--- src/rtl/alu_pkg.sv ---
// Shared types for the ALU issue queue: opcode encoding and command layout.
// Opcode values are the MUX8 input indices of the function units.
package alu_pkg;

  typedef logic [2:0] alu_op_t;

  typedef struct packed {
    alu_op_t    op;
    logic [7:0] a;
    logic [7:0] b;
  } alu_cmd_t;

  localparam alu_op_t OP_ADD  = 3'd0;
  localparam alu_op_t OP_SUB  = 3'd1;
  localparam alu_op_t OP_OR   = 3'd2;
  localparam alu_op_t OP_AND  = 3'd3;
  localparam alu_op_t OP_XOR  = 3'd4;
  localparam alu_op_t OP_SHL  = 3'd5;
  localparam alu_op_t OP_SHR  = 3'd6;
  localparam alu_op_t OP_PASS = 3'd7;

endpackage

--- src/rtl/cmd_fifo.sv ---
// Command FIFO: DEPTH entries of alu_cmd_t, combinational head read.
// Occupancy is tracked in count; the pointers wrap freely and are never
// compared against each other. The caller guarantees no push when full and
// no pop when empty.
module cmd_fifo
  import alu_pkg::*;
#(
  parameter int DEPTH = 4,
  parameter int CNT_W = $clog2(DEPTH + 1)
) (
  input  logic             clk,
  input  logic             rst,
  input  logic             push,
  input  logic             pop,
  input  alu_cmd_t         wdata,
  output alu_cmd_t         head,
  output logic [CNT_W-1:0] count
);

  localparam int PTR_W = $clog2(DEPTH);

  alu_cmd_t         mem_q [DEPTH];
  alu_cmd_t         mem_d [DEPTH];
  logic [PTR_W-1:0] wr_ptr_q, wr_ptr_d;
  logic [PTR_W-1:0] rd_ptr_q, rd_ptr_d;
  logic [CNT_W-1:0] count_q, count_d;

  // Next-state for storage, pointers and occupancy.
  always_comb begin
    mem_d = mem_q;
    if (push) mem_d[wr_ptr_q] = wdata;
    wr_ptr_d = push ? wr_ptr_q + 1'b1 : wr_ptr_q;
    rd_ptr_d = pop  ? rd_ptr_q + 1'b1 : rd_ptr_q;
    count_d  = count_q + CNT_W'(push) - CNT_W'(pop);
  end

  // Storage needs no reset: an entry is only read after it was written.
  always_ff @(posedge clk) begin
    mem_q <= mem_d;
  end

  // Pointer and occupancy state; reset discards everything queued.
  always_ff @(posedge clk or posedge rst) begin
    if (rst) begin
      wr_ptr_q <= '0;
      rd_ptr_q <= '0;
      count_q  <= '0;
    end else begin
      wr_ptr_q <= wr_ptr_d;
      rd_ptr_q <= rd_ptr_d;
      count_q  <= count_d;
    end
  end

  // Empty queue presents an all-zero head so the mux sees a quiet select.
  assign head  = (count_q != '0) ? mem_q[rd_ptr_q] : '0;
  assign count = count_q;

endmodule

--- src/rtl/alu_issue_queue.sv ---
// ALU issue queue: buffers commands, drives the head entry onto the function
// unit operand buses and the MUX8 select, and captures the selected result
// into a valid/ready output register toward write-back.
module alu_issue_queue
  import alu_pkg::*;
#(
  parameter int DEPTH = 4,
  parameter int W     = 8,
  parameter int SEL_W = 3
) (
  input  logic                         clk,
  input  logic                         rst,
  input  logic                         cmd_valid,
  output logic                         cmd_ready,
  input  logic [SEL_W-1:0]             cmd_op,
  input  logic [W-1:0]                 cmd_a,
  input  logic [W-1:0]                 cmd_b,
  output logic [W-1:0]                 op_a,
  output logic [W-1:0]                 op_b,
  output logic [SEL_W-1:0]             select,
  input  logic [W-1:0]                 mux_out,
  output logic                         res_valid,
  input  logic                         res_ready,
  output logic [W-1:0]                 res_data,
  output logic [SEL_W-1:0]             res_op,
  output logic [$clog2(DEPTH+1)-1:0]   count
);

  localparam int               CNT_W   = $clog2(DEPTH + 1);
  localparam logic [CNT_W-1:0] DEPTH_C = CNT_W'(DEPTH);

  alu_cmd_t   wdata;
  alu_cmd_t   head;
  logic       push;
  logic       fire;

  logic             res_valid_q, res_valid_d;
  logic [W-1:0]     res_data_q,  res_data_d;
  logic [SEL_W-1:0] res_op_q,    res_op_d;

  assign wdata = {cmd_op, cmd_a, cmd_b};

  cmd_fifo #(.DEPTH(DEPTH), .CNT_W(CNT_W)) u_fifo (
    .clk   (clk),
    .rst   (rst),
    .push  (push),
    .pop   (fire),
    .wdata (wdata),
    .head  (head),
    .count (count)
  );

  // Ready depends only on registered occupancy, never on this cycle's pop.
  assign cmd_ready = !rst && (count < DEPTH_C);
  assign push      = cmd_valid && cmd_ready;

  // Head issues when the output register is free or being drained now.
  assign fire = (count != '0) && (!res_valid_q || res_ready);

  assign select = head.op;
  assign op_a   = head.a;
  assign op_b   = head.b;

  // Result register: capture on fire, clear valid once drained with nothing queued.
  always_comb begin
    res_valid_d = res_valid_q;
    res_data_d  = res_data_q;
    res_op_d    = res_op_q;
    if (fire) begin
      res_valid_d = 1'b1;
      res_data_d  = mux_out;
      res_op_d    = head.op;
    end else if (res_valid_q && res_ready) begin
      res_valid_d = 1'b0;
    end
  end

  // Output register state.
  always_ff @(posedge clk or posedge rst) begin
    if (rst) begin
      res_valid_q <= 1'b0;
      res_data_q  <= '0;
      res_op_q    <= '0;
    end else begin
      res_valid_q <= res_valid_d;
      res_data_q  <= res_data_d;
      res_op_q    <= res_op_d;
    end
  end

  assign res_valid = res_valid_q;
  assign res_data  = res_data_q;
  assign res_op    = res_op_q;

endmodule

--- config.mk ---
export PLATFORM = sky130hd
export DESIGN_NAME = alu_issue_queue
export DESIGN_NICKNAME = d
export VERILOG_FILES = /design/src/rtl/alu_pkg.sv /design/src/rtl/cmd_fifo.sv /design/src/rtl/alu_issue_queue.sv
export SDC_FILE = /design/constraint.sdc
export NUM_CORES = 1
export LEC_CHECK = 0
export BUFFER_PORTS_ARGS = -buffer_cell sky130_fd_sc_hd__buf_2
export CORE_ASPECT_RATIO = 0.75
export CORE_UTILIZATION = 35
export CTS_CLUSTER_SIZE = 24
export DETAILED_ROUTE_END_ITERATION = 12
export PLACE_DENSITY_LB_ADDON = 0.05
export SETUP_SLACK_MARGIN = 0.4
export SYNTH_ARGS = -nofsm -noshare
export SYNTH_HDL_FRONTEND = slang
export SYNTH_SLANG_ARGS = --single-unit
--- constraint.sdc ---
create_clock -name clk -period 2.3 [get_ports clk]
set_clock_uncertainty 0.2 [all_clocks]
set_input_delay 0.23 -clock clk [delete_from_list [all_inputs] [get_ports clk]]
set_output_delay 0.23 -clock clk [all_outputs]
set_load 0.01 [all_outputs]
Word-level counts from Yosys, hierarchy flattened
Index checks and enable logic that the tools add are counted.
{"block": "classes", "add_sub_neg": 4, "n_mux": 9, "reduce_logical": 10, "order_cmp": 4, "n_bitwise": 2}
{"operator": "76-bit bitwise mux", "n": 1}
{"operator": "19-bit two-way mux", "n": 4}
{"operator": "19-bit binary-select mux with 2-bit select", "n": 1}
{"operator": "19-bit demux with 2-bit select", "n": 1}
{"operator": "3-bit greater-or-equal comparator (second input constant)", "n": 2}
{"operator": "2-bit NOT with 3-bit output", "n": 2}
{"operator": "1-bit logical AND", "n": 5}
{"operator": "2-bit by 1-bit adder with 2-bit output (second input constant)", "n": 2}
{"operator": "3-bit by 1-bit adder with 3-bit output", "n": 1}
{"operator": "3-bit by 1-bit < comparator with 1-bit output (second input constant)", "n": 1}
{"operator": "3-bit < comparator (second input constant)", "n": 1}
{"operator": "3-bit nonzero test", "n": 1}
{"operator": "3-bit by 1-bit subtractor with 3-bit output", "n": 1}
{"operator": "1-bit logical NOT", "n": 2}
{"operator": "1-bit two-way mux", "n": 2}
{"operator": "2-bit nonzero test", "n": 1}
{"operator": "1-bit logical OR", "n": 1}
{"block": "totals", "ff_bits": 95, "output_inout_bits": 35, "wordCells": 47, "in_bits": 31}

Longest topological paths before layout
Gate-level depths: netlist of run 1.
{"block": "logic_depth", "depth_word": 6, "ltp_mapped": 10}

Modules after synthesis
From an unflattened synthesis of run 1, not the netlist that was laid out.
{"block": "hier_totals", "hier_cells": 186, "area_unflattened_um2": 3771.1}
{"mod": "cmd_fifo", "seq_area_each_um2": 2457.4, "area_each_um2": 3256.9, "cells_per_inst": 154, "n_inst": 1}
{"mod": "alu_issue_queue", "seq_area_each_um2": 300.3, "area_each_um2": 514.2, "cells_per_inst": 32, "n_inst": 1}

Least setup slack after synthesis of run 1
OpenSTA, ideal clock, no wires.
{"block": "synth_timing", "path_kind": "flip-flop to flip-flop", "start": "register u_fifo.count_q[1] (netlist: u_fifo.count[1])", "end": "register u_fifo.count_q[2] (netlist: u_fifo.count[2])", "required_ns": 1.971, "path_buffers": 1, "setup_ns": 0.129, "synth_period_minus_slack_ns": 2.399, "setup_slack_ns": -0.099, "arrival_time_ns": 2.070, "stages_incl_launch_ff": 11, "cell_sequence": "dfrtp_1 nor3_2 nor2b_2 buf_8 ha_1 inv_1 ha_1 inv_1 fa_1 xnor2_1 xnor2_1"}
{"element": "from (decl)", "line": "cmd_fifo.sv:26", "rtl": "logic [CNT_W-1:0] count_q, count_d;"}
{"element": "from (signal assigned)", "line": "cmd_fifo.sv:51", "rtl": "count_q <= count_d;"}
{"element": "3-bit nonzero test", "line": "alu_issue_queue.sv:58", "rtl": "assign fire = (count != '0) && (!res_valid_q || res_ready);"}
{"element": "1-bit logical AND", "line": "alu_issue_queue.sv:58"}
{"element": "named net fire", "line": "alu_issue_queue.sv:35", "rtl": "logic fire;"}
{"element": "3-bit by 1-bit subtractor with 3-bit output", "line": "cmd_fifo.sv:34", "rtl": "count_d = count_q + CNT_W'(push) - CNT_W'(pop);"}
{"element": "named net u_fifo.count_d[2]", "line": "cmd_fifo.sv:26"}
The timed path passes the listed nets, and every way through them passes these cells.
A chain may end at the register's enable or synchronous reset.

Worst setup path in the final report of run 1
{"block": "layout_timing", "start": "register u_fifo.rd_ptr_q[0]", "end": "output port select[0]"}
{"block": "layout_between", "elab_chain_cells": 5}
{"element": "from (decl)", "line": "cmd_fifo.sv:25", "rtl": "logic [PTR_W-1:0] rd_ptr_q, rd_ptr_d;"}
{"element": "from (signal assigned)", "line": "cmd_fifo.sv:50", "rtl": "rd_ptr_q <= rd_ptr_d;"}
{"element": "2-bit NOT with 3-bit output (implied by the code)", "line": "cmd_fifo.sv:56", "rtl": "assign head = (count_q != '0) ? mem_q[rd_ptr_q] : '0;"}
{"element": "19-bit binary-select mux with 2-bit select", "line": "cmd_fifo.sv:56"}
{"element": "19-bit two-way mux (implied by the code) (2 in series)", "line": "cmd_fifo.sv:56"}
{"element": "19-bit two-way mux", "line": "cmd_fifo.sv:56"}
{"element": "to (decl)", "line": "alu_issue_queue.sv:20", "rtl": "output logic [SEL_W-1:0] select,"}
No other way between the ends. The select of a mux whose other input is x is not followed.

==> metrics.txt, run 1 <==
Synth cell types 25; pin count of the biggest net entering global routing 22; gr ovfl total 0; Worst Path Arrival ~1800 ps; main area contributors after synthesis edfxtp_1 61%, dfrtp_1 13%, mux4_2 7.2%, mux4_1 4.9%, nor2b_1 3.2%; vias per cell 4.51; WL final between 6000 and 7000 um; CTS tree done; DR top layer met4; met3 wire len about 280 um; Least-Margin Pin Slew 737 ps; worst hold path class input pin to register; Post-DRT Antenna Nets 0; most frequent cells in the layout 76 x edfxtp_1, 65 x buf_2, 28 x dlygate4sd3_1; clk slew on worst S/H paths 60 ps; period utilization 0.956; Final setup viols 0; TNS Setup 0 ps; die area about 11000 um2; # diodes 0; Sink Count 95; P_leak ~1.9 nW; Mapped Nets 220; Die W roughly 120 um; Power per Cell Area about 1200 nW/um2; clk_lat worst skew roughly 340 ps; final hold violation count 0; CTS Buf Count 9; Avg WL per Cell approximately 16 um; share of cells above drive strength 1 0.412; DRT met1 WL between 3000 and 4000 um; Primary FF master, synth edfxtp_1; top cell type's share of synthesized area 0.608; Synth warnings 0; register bit total from synthesis between 90 and 100; ys async rst share 0.200; Max Root-Sink Buffers 2; number of global-route vias before repair roughly 2000; sw frac 0.290; Net Sw Power roughly 1.7 mW; RD Place Congestion between 0.6 and 0.7; IO Count 66; Pins Over Slew Limit 0; sequential cell area fraction in the yosys report 0.734; CTS root buffer clkbuf_16; fill count about 900; Worst Setup Start Kind register; Slew HR 0.508; H-tree depth 3; Initial DRC Count 64; cell taking the most area after synthesis edfxtp_1; initial antenna violation count 0; WHS around 9.5 ps; Post-synth EDFFs 76; core footprint 10400 um2; status finished, final reports clean; die height a little over 90 um; Syn Inst Count about 180; via count roughly 1900; Worst EP required between 1500 and 2000 ps; cell internal pwr 4.09 mW; critical path class register to output port; combinational share of power 0.345; Detail Placement HPWL a little over 4000 um; Total Power around 5.8 mW; # rows 32; first-pass GRT wire length 11400 um; most common cell after layout, fill and taps aside edfxtp_1; Area growth, synth to finish 31.6%; Mapped Area about 3800 um2; DR WL met2 between 3000 and 4000 um; fmax roughly 450 MHz; port buffer count 65; Final #Nets 330; Starting Density 0.362; VDD IR max 0.000435 V; gr usage total 0.142; Final min period about 2200 ps; DR pass1 iterations 4; sequential power share 0.391; DR DRC count 0; Max-Cap Viols 0; post-layout util 0.477; kind of end point of the critical path output port; Max FO, Critical Path 21; clock power share 0.265; Avg Cell Area, Syn 20.6 um2; RSZ-0062 raised after global routing yes
-- synthesized netlist by cell type, types with 2 or more instances --
master / n
ha_1: 6
mux4_1: 7
xor2_1: 2
mux4_2: 12
inv_1: 7
mux2_1: 7
and3_1: 4
clkbuf_1: 3
mux2_2: 5
edfxtp_1: 76
dfrtp_1: 19
nor2b_1: 19
xnor2_1: 3
-- power groups by stage --
stage | registers (mW) | clock network (mW) | logic (mW)
final | 2.25 | 1.52 | 1.99
after global routing | 2.28 | 1.64 | 2.19
after CTS | 2.26 | 1.56 | 2.03
after detailed placement | 2.30 | 0 | 1.95
after global placement | 2.29 | 0 | 1.95
after floorplan | 2.34 | 0 | 1.22
-- cell type report --
type,count,area [um2],share of cell area
multi-input combinational,73,971,0.196
clock buffer,9,225,0.0455
sequential,95,2760,0.558
inverter,7,26.3,0.00531
timing repair buffer,106,716,0.145
clock inverter,6,76.3,0.0154
tap,136,170,0.0344
-- what timing repair did --
action | CTS | global route
setup buffers | 2 | 1
resized for setup | 1 | 1
endpoints found under the hold margin | 103 | 0
pin swaps | 4 | 1
hold buffers | 28 | 0
endpoints found under the setup margin | 21 | 21
-- routing by layer --
metal / up-vias / track usage
met5: - / 0
met4: 0 / 0.0463
met2: 38 / 0.213
met3: 8 / 0.0479
li1: 923 / -
met1: 979 / 0.193
-- worst max-delay path: stages (launching register included) --
cell and delay, ps:
dfrtp_1 370, buf_12 210, mux4_2 550, nor2b_1 150, buf_2 150
-- state kept, by name, indices dropped and copies added (netlist names) --
name / flops
u_fifo.rd_ptr_q: 2
u_fifo.wr_ptr_q: 2
res_valid: 1
u_fifo.mem_q: 76
u_fifo.count: 3
res_op: 3
res_data: 8
-- logic make-up after synthesis --
| logic type | share of synthesized area |
|---|---|
| buf+inv | 0.0210 |
| fa+ha+maj | 0.0253 |
| xor+xnor | 0.0117 |
| simple gates | 0.0510 |
| mux | 0.157 |
| flops | 0.734 |
-- worst paths after layout --
| path | cells after the start | from | slack (ps) | end |
|---|---|---|---|---|
| worst max-delay path | 4 | u_fifo.rd_ptr_q[0] | 100 | select[0] |
| worst min-delay path | 3 | res_ready | 10 | res_valid |
| worst max register to register | 9 | u_fifo.count[1] | 230 | u_fifo.count[2] |
| worst min register to register | 1 | res_data[3] | 280 | res_data[3] |
| max in group asynchronous | 3 | rst | 1010 | u_fifo.count[1] |
| min in group asynchronous | 3 | rst | 370 | u_fifo.wr_ptr_q[1] |
-- per-stage QoR --
step | cell area (um2) | setup WS, ps | std cells
4_1_cts | 4940 | 66.1 | 431
3_5_place_dp | 4340 | 164 | 386
2_1_floorplan | 3810 | 21.3 | 182
3_3_place_gp | 4340 | 187 | 386
5_1_grt | 4940 | 8.28 | 432
6_report | 4940 | 101 | 432
(Power assumes the default switching activity.)
==> inputs of run 2 (changes only) <==
--- a/config.mk
+++ b/config.mk
@@ -8,6 +8,7 @@
 export BUFFER_PORTS_ARGS = -buffer_cell sky130_fd_sc_hd__buf_2
 export CORE_ASPECT_RATIO = 0.75
 export CORE_UTILIZATION = 35
+export CTS_BUF_LIST = sky130_fd_sc_hd__clkbuf_4
 export CTS_CLUSTER_SIZE = 24
 export DETAILED_ROUTE_END_ITERATION = 12
 export PLACE_DENSITY_LB_ADDON = 0.05
==> metrics.txt, run 2 (synthesis results as in run 1) <==
Final #Nets roughly 340; CTS Buf Count 9; Max FO, Critical Path 11; core footprint between 10000 and 15000 um2; Avg WL per Cell 16.3 um; combinational share of power 0.401; Max Root-Sink Buffers 2; Final setup viols 13; P_leak 1.89 nW; Reg2Reg Depth 9; final hold violation count 0; H-tree depth 3; critical path class register to output port; post-route worst setup slack -31.5 ps; clk slew on worst S/H paths 120 ps; # diodes 0; via count approximately 2000; share of cells above drive strength 1 0.436; CTS tree done; Worst Setup Start Kind register; most common cell after layout, fill and taps aside edfxtp_1; Worst Hold Depth 4; Power per Cell Area between 1000 and 1500 nW/um2; Worst EP required between 1500 and 2000 ps; die area roughly 11000 um2; WHS approximately 70 ps; period utilization 1.01; Area growth, synth to finish 30.9%; Total Power about 5.4 mW; RSZ-0062 raised after global routing yes; # rows 32; Die W approximately 120 um; Net Sw Power around 1.7 mW; VDD IR max 0.000452 V; DR DRC count 0; fmax between 400 and 500 MHz; Pins Over Slew Limit 0; Post-DRT Antenna Nets 0; cell internal pwr roughly 3.7 mW; RD Place Congestion 0.649; Largest register FFs 76; Sink Count between 90 and 100; Starting Density 0.362; DR pass1 iterations 4; gr usage total 0.142; number of global-route vias before repair roughly 2100; Top reg by flops u_fifo.mem_q; gr ovfl total 0; clock power share 0.178; port buffer count 65; Initial DRC Count 76; Max-Cap Viols 0; vias per cell ~4.5; WL final around 7200 um; worst hold path class input pin to register; IO Count 66; most frequent cells in the layout 76 x edfxtp_1, 64 x buf_2, 30 x dlygate4sd3_1; Detail Placement HPWL between 4000 and 5000 um; first-pass GRT wire length around 11000 um; CTS root buffer clkbuf_4; Slew HR 0.509; sw frac 0.310; status finished, violations left; sequential power share 0.421; violated checks negative setup slack; Least-Margin Pin Slew around 740 ps; initial antenna violation count 0; Final min period between 2000 and 2500 ps; die height around 92 um; pin count of the biggest net entering global routing 22; clk_lat worst skew between 400 and 500 ps; kind of end point of the critical path output port; Worst Path Arrival roughly 1900 ps
-- run 2: cell count changes in the layout (fill, tap and decap cells not counted), moves of 2 or more --
cell and delta:
clkbuf_16 -8, buf_6 +8, clkbuf_4 +9, dlygate4sd3_1 +2
-- run 2: timing repair --
action                     4_1_cts  5_1_grt
resized for setup                7       10
hold endpoints to repair       105        0
setup endpoints to repair       21       57
gates cloned                     0        1
setup buffers                    3        6
pin swaps                        1        6
hold buffers                    30        0
-- run 2: metal layers --
metal | global-route usage | vias to the layer above | share of wire
met4 | 0.0586 | 0 | 0.015
met5 | 0 | - | 0
met2 | 0.212 | 38 | 0.47
met1 | 0.194 | 1006 | 0.48
met3 | 0.0423 | 9 | 0.035
li1 | - | 945 | -
-- run 2: worst paths after layout --
check | start | end | slack (ps)
max | u_fifo.rd_ptr_q[0] | select[0] | -30
min | res_ready | u_fifo.rd_ptr_q[1] | 70
max reg2reg | u_fifo.count[2] | u_fifo.count[2] | 220
min reg2reg | res_data[3] | res_data[3] | 290
max in group asynchronous | rst | u_fifo.rd_ptr_q[0] | 1100
min in group asynchronous | rst | u_fifo.wr_ptr_q[1] | 270
-- run 2: area by class of cell --
type	count	area, um2
fillers	916	5450
flip-flops and latches	95	2760
multi-input cells	73	977
repair buffers	115	838
well taps	136	170
clock inverters	6	76.3
clock buffers	9	67.6
inverters	7	26.3
-- run 2: per-stage QoR --
stage / area (um2) / worst slack (ps) / util / setup TNS, ps / std cells
after floorplan: 3810 / 21.3 / - / 0 / 182
after global placement: 4340 / 187 / 0.418 / 0 / 386
after detailed placement: 4340 / 164 / 0.418 / 0 / 386
after CTS: 4810 / -71.4 / 0.464 / -758 / 434
after global routing: 4920 / -151 / 0.474 / -2210 / 441
final: 4920 / -31.5 / 0.474 / -197 / 441
-- run 2: worst max-delay path, stage by stage, from the launching register on --
cell and delay [ps]:
dfrtp_2 470, buf_12 180, mux4_2 530, nor2b_1 150
buf_2 150
-- run 2: power groups by stage --
stage | registers, mW | clock network, mW | logic (mW)
global route | 2.29 | 1.06 | 2.35
CTS | 2.25 | 0.988 | 2.08
global placement | 2.29 | 0 | 1.95
finish | 2.26 | 0.956 | 2.15
floorplan | 2.34 | 0 | 1.22
detailed placement | 2.30 | 0 | 1.95
==> inputs of run 3 (changes only) <==
--- a/config.mk
+++ b/config.mk
@@ -15,4 +15,5 @@
 export SETUP_SLACK_MARGIN = 0.4
 export SYNTH_ARGS = -nofsm -noshare
 export SYNTH_HDL_FRONTEND = slang
+export SYNTH_HIERARCHICAL = 1
 export SYNTH_SLANG_ARGS = --single-unit
==> metrics.txt, run 3 <==
Max-Cap Viols 0; Initial DRC Count 69; Post-Layout Cell Count 443; kind of end point of the critical path output port; Final setup viols 4; post-layout util 0.488; VDD IR max about 0.00043 V; DR DRC count 0; adder-cell area share of the yosys netlist 0.0252; Power per Cell Area between 1000 and 1500 nW/um2; Worst Setup Start Kind register; largest family of logic cells by synthesized area multiplexers; most common cell after layout, fill and taps aside edfxtp_1; Avg Cell Area, Syn roughly 20 um2; fill count between 900 and 1000; violated checks negative setup slack; DR pass1 iterations 4; TNS Setup -57.0 ps; pin count of the biggest net entering global routing 20; CTS Buf Count 9; placed cells a little under 400; Starting Density 0.364; R2R Path Start u_fifo/count[2]; Synth cell types 21; Buf/Inv on CP 3; Worst Hold Depth 4; top cells by count, synth 76 x edfxtp_1, 24 x and2_1, 19 x dfrtp_1; worst hold path class input pin to register; Synth warnings 6; Worst EP required 1870 ps; main area contributors after synthesis edfxtp_1 61%, dfrtp_1 13%, mux4_2 11%, and2_1 4.0%, mux2_4 3.6%; Mapped Nets about 220; Reg2Reg Depth 9; CTS tree done; CP Cell Sequence buf_12 -> buf_16 -> mux4_2 -> and2_4 -> buf_6; ys async rst share 0.200; Post-synth EDFFs 76; share of cells above drive strength 1 0.498; endpoint of the worst hold path u_fifo/wr_ptr_q[1]; number of global-route vias before repair about 2100; core footprint around 10000 um2; sequential cell area fraction in the yosys report 0.731; Final #Nets 340; top cell type's share of synthesized area 0.605; min-delay src cmd_valid; CTS root buffer clkbuf_4; RSZ-0062 raised after global routing yes; period utilization 1.01; Least-Margin Pin Slew 466 ps; # diodes 0; Slew HR 0.689; register bit total from synthesis between 90 and 100; initial antenna violation count 0; Top reg by flops u_fifo/mem_q; Pins Over Slew Limit 0; Final min period around 2300 ps; cell taking the most area after synthesis edfxtp_1; largest stage delay on the critical path 480 ps; r2r setup slk around 130 ps; first-pass GRT wire length about 11000 um; H-tree depth 3; die area approximately 11000 um2; clk slew on worst S/H paths about 140 ps; # rows 32; final hold violation count 0; Slowest cell on crit path mux4_2; status finished, violations left; multiplexer share of the synthesized area 0.156; WL final 7190 um; Largest register FFs 76; Max FO, Critical Path 5; via count ~2000; P_leak between 1.5 and 2 nW; RD Place Congestion between 0.6 and 0.7; post-route worst setup slack -22.5 ps; Primary FF master, synth edfxtp_1; Sequential Area roughly 2800 um2; Worst Path Arrival around 1900 ps; IO Count between 60 and 70; r2r endpoint u_fifo/count[2]; most frequent cells in the layout 76 x edfxtp_1, 54 x buf_2, 30 x dlygate4sd3_1; Mapped Area around 3800 um2; Area growth, synth to finish 34.3%; Die W 122 um; xor and xnor area share after synthesis 0.0116; critical path class register to output port; gr usage total 0.140; vias per cell 4.49; most frequent cell after synthesis edfxtp_1; fmax 431 MHz; gr ovfl total 0; Syn Inst Count ~190; area of the multi-input gates ~1000 um2; Compound-Gate Fraction of Synth Area 0.00498; Avg WL per Cell approximately 16 um; port buffer count 65; Detail Placement HPWL between 4000 and 5000 um; Post-DRT Antenna Nets 0; Synth Area in Simple Gates 0.0471; crit-path leading delay family multiplexers; die height 91.9 um; clk_lat worst skew roughly 440 ps; Sink Count 95; Max Root-Sink Buffers 2
-- run 3: cell count changes after synthesis, moves of 2 or more --
cell	before	now
buf_2	0	2
and2_1	0	24
buf_6	1	3
mux4_2	12	18
mux2_1	7	0
mux4_1	7	1
and3_1	4	0
mux2_2	5	2
inv_1	7	10
o21ai_0	0	2
nor2b_1	19	0
mux2_4	0	9
-- run 3: power by group --
part / total [mW] / switching (mW) / internal (mW) / leakage [nW]
registers: 2.30 / 0.174 / 2.12 / 0.904
logic: 2.53 / 1.01 / 1.52 / 0.956
clock network: 1.09 / 0.525 / 0.569 / 0.0961
total: 5.92 / 1.71 / 4.21 / 1.96
-- run 3: logic make-up (layout without fill, tap and decap cells) --
kind of cell | after synthesis | after routing
xor+xnor | 5 | 5
fa+ha+maj | 7 | 7
mux | 30 | 30
buf+inv | 17 | 138
flops | 95 | 95
compound gates | 3 | 3
simple gates | 29 | 29
-- run 3: worst max path at each step --
| stage | startpoint | endpoint | slack, ps | depth (start not counted) |
|---|---|---|---|---|
| global route | u_fifo/rd_ptr_q[0] | op_a[2] | -120 | 5 |
| finish | u_fifo/rd_ptr_q[0] | op_a[2] | -20 | 5 |
| CTS | u_fifo/rd_ptr_q[0] | op_a[3] | -80 | 5 |
| floorplan | u_fifo/count[0] | u_fifo/count[2] | 70 | 9 |
| detailed placement | u_fifo/count[2] | u_fifo/count[2] | 130 | 9 |
| global placement | u_fifo/count[2] | u_fifo/count[2] | 140 | 9 |
-- run 3: layout make-up --
cell class / instances / share of cell area
sequential: 95 / 0.545
clock inverter: 5 / 0.0193
inverter: 10 / 0.00791
tap: 136 / 0.0336
clock buffer: 11 / 0.0163
multi-input combinational: 74 / 0.198
timing repair buffer: 112 / 0.180
-- run 3: per-layer routing --
metal	wire length (um)	track usage	up-vias
met5	0	0	-
met4	88	0.0432	0
met3	270	0.0460	8
met2	3500	0.220	36
met1	3330	0.182	1011
li1	-	-	935
-- run 3: per-stage QoR --
step | area, um2 | hold WS (ps) | setup slack (ps) | total power, mW
2_1_floorplan | 3800 | -167 | 73.7 | 3.59
3_3_place_gp | 4340 | 25.7 | 143 | 4.27
3_5_place_dp | 4340 | 30.7 | 126 | 4.26
4_1_cts | 5010 | 10.6 | -75.4 | 5.90
5_1_grt | 5060 | 13.8 | -118 | 6.26
6_report | 5060 | 45.7 | -22.5 | 5.92
-- run 3: worst register-to-register path, cell delays in order, from the launching register on --
cell and delay (ps):
dfrtp_2 460, buf_6 130, nor3_4 140, a21oi_2 70
ha_4 280, inv_4 30, ha_4 140, fa_2 350
xnor2_2 150, xnor2_1 120
-- run 3: timing repair --
action,4_1_cts,5_1_grt
buffers inserted,5,2
endpoints found under the hold margin,105,0
setup endpoints to repair,22,35
hold buffers,30,0
pin swaps,8,0
cloned,1,0
resized for setup,30,10
